**src/rtl/mem_wb_pipe.sv**
```systemverilog
// -----------------------------------------------------------------------------
// mem_wb_pipe -- MEM/WB pipeline register with a one-entry skid buffer.
//
// The stage holds up to two entries: a main (head) register that drives the
// outputs and a skid register that catches one extra entry when the WB side
// stalls. o_ready and o_valid are registered and derived from the FSM state.
//
// FSM states: EMPTY (no entry), FULL (main only), SKID (main and skid).
//
// Optional feature: define MEM_WB_RETIRE_CNT_EN to build a 32-bit retire
// counter. It counts downstream transfers, wraps, and is cleared only by
// reset. Without the macro, o_retire_count is tied to 0.
//
// Ports:
//   i_clock          clock, rising edge
//   i_reset          synchronous active-high reset (overrides everything)
//   i_flush          synchronous flush: drops all held and incoming entries
//   i_valid/o_ready  upstream (MEM) handshake
//   i_dataread       memory read data
//   i_address        ALU result / memory address
//   i_rd_rt          destination register index
//   i_wb             write-back control: bit 1 RegWrite, bit 0 MemtoReg
//   o_valid/i_ready  downstream (WB) handshake
//   o_dataread, o_address, o_rd_rt, o_wb   head-entry fields
//   o_wb_data        o_dataread if o_wb[0] else o_address
//   o_retire_count   downstream transfer count (0 without the macro)
//
// WB_WIDTH must be at least 2.
// -----------------------------------------------------------------------------
module mem_wb_pipe #(
    parameter int DATA_WIDTH     = 32,
    parameter int REG_ADDR_WIDTH = 5,
    parameter int WB_WIDTH       = 2
) (
    input  logic                      i_clock,
    input  logic                      i_reset,
    input  logic                      i_flush,
    input  logic                      i_valid,
    output logic                      o_ready,
    input  logic [DATA_WIDTH-1:0]     i_dataread,
    input  logic [DATA_WIDTH-1:0]     i_address,
    input  logic [REG_ADDR_WIDTH-1:0] i_rd_rt,
    input  logic [WB_WIDTH-1:0]       i_wb,
    output logic                      o_valid,
    input  logic                      i_ready,
    output logic [DATA_WIDTH-1:0]     o_dataread,
    output logic [DATA_WIDTH-1:0]     o_address,
    output logic [REG_ADDR_WIDTH-1:0] o_rd_rt,
    output logic [WB_WIDTH-1:0]       o_wb,
    output logic [DATA_WIDTH-1:0]     o_wb_data,
    output logic [31:0]               o_retire_count
);

    typedef enum logic [1:0] {
        ST_EMPTY = 2'd0,
        ST_FULL  = 2'd1,
        ST_SKID  = 2'd2
    } state_t;

    state_t state_q;
    logic   valid_q;
    logic   ready_q;

    logic [DATA_WIDTH-1:0]     main_data_q, main_addr_q;
    logic [REG_ADDR_WIDTH-1:0] main_rd_q;
    logic [WB_WIDTH-1:0]       main_wb_q;

    logic [DATA_WIDTH-1:0]     skid_data_q, skid_addr_q;
    logic [REG_ADDR_WIDTH-1:0] skid_rd_q;
    logic [WB_WIDTH-1:0]       skid_wb_q;

    // Write-back control as it will be stored: register 0 is hardwired, so a
    // write to it is suppressed at capture time instead of in the WB stage.
    logic [WB_WIDTH-1:0] cap_wb_d;

    always_comb begin
        cap_wb_d = i_wb;
        if (i_rd_rt == '0) begin
            cap_wb_d[1] = 1'b0;
        end
    end

    logic in_xfer;
    logic out_xfer;

    // o_ready is only ever high in EMPTY/FULL, so in_xfer never fires in SKID.
    assign in_xfer  = i_valid && ready_q;
    assign out_xfer = valid_q && i_ready;

    always_ff @(posedge i_clock) begin
        if (i_reset) begin
            state_q     <= ST_EMPTY;
            valid_q     <= 1'b0;
            ready_q     <= 1'b1;
            main_data_q <= '0;
            main_addr_q <= '0;
            main_rd_q   <= '0;
            main_wb_q   <= '0;
            skid_data_q <= '0;
            skid_addr_q <= '0;
            skid_rd_q   <= '0;
            skid_wb_q   <= '0;
        end else if (i_flush) begin
            // Entries are dropped by state alone; data registers keep their
            // contents so the outputs stay stable while invalid.
            state_q <= ST_EMPTY;
            valid_q <= 1'b0;
            ready_q <= 1'b1;
        end else begin
            case (state_q)
                ST_EMPTY: begin
                    if (in_xfer) begin
                        state_q     <= ST_FULL;
                        valid_q     <= 1'b1;
                        ready_q     <= 1'b1;
                        main_data_q <= i_dataread;
                        main_addr_q <= i_address;
                        main_rd_q   <= i_rd_rt;
                        main_wb_q   <= cap_wb_d;
                    end
                end
                ST_FULL: begin
                    if (in_xfer && out_xfer) begin
                        main_data_q <= i_dataread;
                        main_addr_q <= i_address;
                        main_rd_q   <= i_rd_rt;
                        main_wb_q   <= cap_wb_d;
                    end else if (in_xfer) begin
                        state_q     <= ST_SKID;
                        valid_q     <= 1'b1;
                        ready_q     <= 1'b0;
                        skid_data_q <= i_dataread;
                        skid_addr_q <= i_address;
                        skid_rd_q   <= i_rd_rt;
                        skid_wb_q   <= cap_wb_d;
                    end else if (out_xfer) begin
                        state_q <= ST_EMPTY;
                        valid_q <= 1'b0;
                        ready_q <= 1'b1;
                    end
                end
                ST_SKID: begin
                    if (out_xfer) begin
                        state_q     <= ST_FULL;
                        valid_q     <= 1'b1;
                        ready_q     <= 1'b1;
                        main_data_q <= skid_data_q;
                        main_addr_q <= skid_addr_q;
                        main_rd_q   <= skid_rd_q;
                        main_wb_q   <= skid_wb_q;
                    end
                end
                default: begin
                    state_q <= ST_EMPTY;
                    valid_q <= 1'b0;
                    ready_q <= 1'b1;
                end
            endcase
        end
    end

    assign o_valid    = valid_q;
    assign o_ready    = ready_q;
    assign o_dataread = main_data_q;
    assign o_address  = main_addr_q;
    assign o_rd_rt    = main_rd_q;
    assign o_wb       = main_wb_q;
    assign o_wb_data  = main_wb_q[0] ? main_data_q : main_addr_q;

`ifdef MEM_WB_RETIRE_CNT_EN
    logic [31:0] retire_cnt_q;

    // A transfer in a flush cycle still completes, so flush does not gate it.
    always_ff @(posedge i_clock) begin
        if (i_reset) begin
            retire_cnt_q <= '0;
        end else if (out_xfer) begin
            retire_cnt_q <= retire_cnt_q + 32'd1;
        end
    end

    assign o_retire_count = retire_cnt_q;
`else
    assign o_retire_count = 32'd0;
`endif

endmodule

```
**config.mk**
```make
export PLATFORM = sky130hd
export DESIGN_NAME = mem_wb_pipe
export DESIGN_NICKNAME = d
export VERILOG_FILES = /design/src/rtl/mem_wb_pipe.sv
export SDC_FILE = /design/constraint.sdc
export NUM_CORES = 1
export LEC_CHECK = 0
export ABC_AREA = 1
export BUFFER_PORTS_ARGS = -buffer_cell sky130_fd_sc_hd__buf_4
export CORE_ASPECT_RATIO = 1.75
export CORE_MARGIN = 2
export CORE_UTILIZATION = 45
export DETAILED_ROUTE_END_ITERATION = 6
export PLACE_DENSITY = 0.82
export SETUP_SLACK_MARGIN = 0.1
export SLEW_MARGIN = 10
export SYNTH_ARGS = -nofsm -noshare
export SYNTH_HDL_FRONTEND = slang
export SYNTH_SLANG_ARGS = --single-unit
export TNS_END_PERCENT = 100
```
**constraint.sdc**
```tcl
create_clock -name i_clock -period 1.65 [get_ports i_clock]
set_input_delay 0.33 -clock i_clock [delete_from_list [all_inputs] [get_ports i_clock]]
set_output_delay 0.33 -clock i_clock [all_outputs]
set_load 0.03 [all_outputs]
```
==> summary.md <==
| Metric | Value |
|---|---|
| Setup TNS | `-25.97 ns` |
| Crit path depth | `10` |
| Startpoint types | `flop` |
| R2R depth | `10` |
| Max Slew Vio Count | `0` |
| Crit-path max FO | `6` |
| Final hold vios | `0` |
| I/O Buffers | `180` |
| Yosys top cell area share | `42.5%` |
| Power Density | `around 880 nW/um^2` |
| Area Growth Syn to Fin | `83.3%` |
| Slew at the pin closest to its max-slew limit | `~0.50 ns` |
| Die area | `16300 sq um` |
| Flops & latches, synth | `146` |
| Die Span Y | `168 microns` |
| Initial antenna violation count | `0` |
| Synth unique cells | `24` |
| Hold depth | `3` |
| Seq pwr share | `about a third` |
| # Max-Cap Violations | `0` |
| Overall Power | `around 11 mW` |
| Dominant cell by count in the synthesized netlist | `nand2_1` |
| FFs w/ async S/R, synth | `0%` |
| CP bufs+invs | `6` |
| Failing checks | `negative setup slack` |
| Area leader, netlist | `dfxtp_1` |
| CP Capture Type | `flop` |
| Gr usage total | `a little over a third` |
| Crit path cell chain | `inv_4 -> buf_6 -> ha_4 -> buf_6 -> o21ai_4 -> buf_6 -> buf_6 -> buf_16 -> nand3_1 -> a21oi_1` |
| Outcome | `finished with violations` |
| Placed Instances | `approximately 1.3k` |
| Fillers | `629` |
| Gpl congestion | `0.897` |
| Worst-skew pair later-pin latency | `0.44 ns` |
| Vias in the first global route | `8413` |
| Combinational share of power | `29.1%` |
| Crit path max-delay family | `buffers and inverters` |
| Post-DRT Antenna Nets | `0` |
| Number of placement rows | `slightly below 60` |
| Cell internal pwr | `7.29 mW` |
| Core Footprint | `14900 sq um` |
| Syn. warnings | `0` |
| Slowest CP cell | `dfxtp_4` |
| CTS sink count | `about 150` |
| CP max stage delay | `0.41 ns` |
| Drt first-iter violations | `1064` |
| DR WL/cell | `28.6 microns` |
| CP most frequent cell | `buf_6` |
| Cts bufs inserted | `17` |
| Gr ovfl total | `0` |
| Setup CP Type | `reg -> reg` |
| Fmax | `0.503 GHz` |
| Finished Layout Cells | `~1.4k` |
| Syn Inst Count | `1006` |
| Final period util | `120%` |
| Clock slew at reported path FFs | `0.07 ns` |
| Post-DP HPWL | `about 15000 microns` |
| Worst Path Required | `1.99 ns` |
| Post-route DRC | `0` |
| Top FF cell, synth | `dfxtp_1` |
| Vias | `9612` |
| Commonest cells in the netlist | `nand2_1 (257), dfxtp_1 (146), nor2_1 (144)` |
| Die W | `97.5 microns` |
| Register area share after synthesis | `between 40% and 50%` |
| Relative slew slack | `66.2%` |
| Final setup vio count | `178` |
| Ant diodes | `0` |
| IO Count | `213` |
| Sw Share | `34.5%` |
| Worst EP arrival | `2.32 ns` |
| Final worst slack | `-0.338 ns` |
| DRT Pass-1 Iters | `6` |
| Total Wirelength | `41400 microns` |
| Final Skew | `0.0100 ns` |
| Leak | `5.69 nW` |
| Nets | `1333` |
| TritonCTS clock tree | `yes` |
| Post-place setup slack | `-0.0165 ns` |
| Final min period | `1.99 ns` |
| H-Tree Depth | `4` |
| Mean Syn Cell Area | `6.84 sq um` |
| Final core occ | `84.6%` |
| Root buffer cell | `clkbuf_16` |
| Maximum VDD drop | `0.000751 V` |
| Max Root-Sink Buffers | `2` |
| First-pass GRT wire length | `44500 microns` |
| Starting Density | `between 40% and 50%` |
| Clock group share of total power | `35.9%` |
| Layout cells sized above 1 | `50.5%` |
| NetSw | `approximately 3.8 mW` |
| Hold WC Path Type | `in -> reg` |
| Number of synthesized flops with an enable pin | `0` |
| RSZ-0062 raised after global routing | `true` |
| Vias per cell | `6.63` |
| Cell Area, Synth | `6880 sq um` |
| Main area contributors after synthesis | `dfxtp_1 (42%), nand2_1 (14%), nor2_1 (7.9%)` |
| Pin count of the biggest net entering global routing | `57` |
==> area by class of cell <==
cell class / count / area (sq um) / area share [%]
multi-input combinational: 740 / 4930 / 39.1
timing repair buffer: 303 / 3740 / 29.7
sequential: 146 / 2940 / 23.3
clock buffer: 20 / 447 / 3.54
tap: 183 / 229 / 1.82
inverter: 45 / 195 / 1.55
clock inverter: 12 / 131 / 1.04
==> metrics by stage <==
stage / area [sq um] / hold WS, ns
2_1_floorplan: 7130 / 0.462
3_3_place_gp: 8530 / 0.453
3_5_place_dp: 8530 / 0.467
4_1_cts: 10900 / 0.138
5_1_grt: 12600 / 0.128
6_report: 12600 / 0.127
==> cells in the final DEF (no fill, tap or decap), drive strengths merged <==
cell      synthesis  routed
conb              1      32
a21oi            79      79
dfxtp           146     146
inv              45      47
clkinv            0       4
ha                4       4
nand2           259     259
bufinv            0       2
a21boi           32      32
o211ai            1       1
o21ai           109     109
nor3              1       1
buf              74     290
clkinvlp          0       4
clkbuf           32      33
nor2            146     146
nand3            77      77
==> worst reg2reg max path, delay by kind of cell, from the launching register on <==
family / cells / cell delay (ns)
AO/OA/AOI/OAI: 2 / 0.41
adder cells (fa/ha/maj): 1 / 0.17
flip-flops: 1 / 0.41
AND/OR/NAND/NOR: 1 / 0.14
buffers and inverters: 6 / 0.77
==> metal layers <==
metal	up-vias	track usage, %	part of all wire [%]
met1	4374	36.1	30
met5	-	0	0
li1	3698	-	-
met2	1073	58.4	45
met4	0	29.6	13
met3	467	8.01	12
==> power by group through the flow <==
stage	combinational (mW)	clock [mW]	sequential (mW)
final	3.24	3.99	3.90
after global routing	3.28	4.10	3.90
after CTS	2.45	3.81	3.83
after detailed placement	1.87	0	3.90
after global placement	1.85	0	3.90
after floorplan	0.933	0	4.13
==> sequential cells by signal (all words and copies together) (netlist names) <==
| register | count |
|---|---|
| o_address | 32 |
| o_wb | 2 |
| skid_data_q | 32 |
| state_q | 2 |
| o_dataread | 32 |
| o_valid | 1 |
| o_rd_rt | 5 |
| skid_rd_q | 5 |
| o_ready | 1 |
| skid_wb_q | 2 |
| skid_addr_q | 32 |
==> cell families after synthesis <==
group	share of synthesized area, %
AO/OA/AOI/OAI	17.3
flip-flops	42.5
buffers and inverters	11.2
AND/OR/NAND/NOR	28.2
adder cells (fa/ha/maj)	0.727
other	0.0545
==> worst paths after layout <==
path / start / to / slack [ns]
worst max-delay path: state_q[1]$_SDFFE_PP0P_ / o_dataread[28]$_SDFFE_PP0P_ / -0.34
worst min-delay path: i_dataread[8] / skid_data_q[8]$_SDFFE_PP0P_ / 0.13
worst max register to register: state_q[1]$_SDFFE_PP0P_ / o_dataread[28]$_SDFFE_PP0P_ / -0.34
worst min register to register: o_valid$_SDFFE_PP0P_ / o_valid$_SDFFE_PP0P_ / 0.49
==> what timing repair did <==
action                     in CTS  in global routing
hold buffers                    0                  0
setup endpoints to repair     177                179
buffers inserted               35                 12
gates cloned                   29                 16
resized for setup             220                341
pin swaps                      29                 80
(Power assumes the default switching activity.)
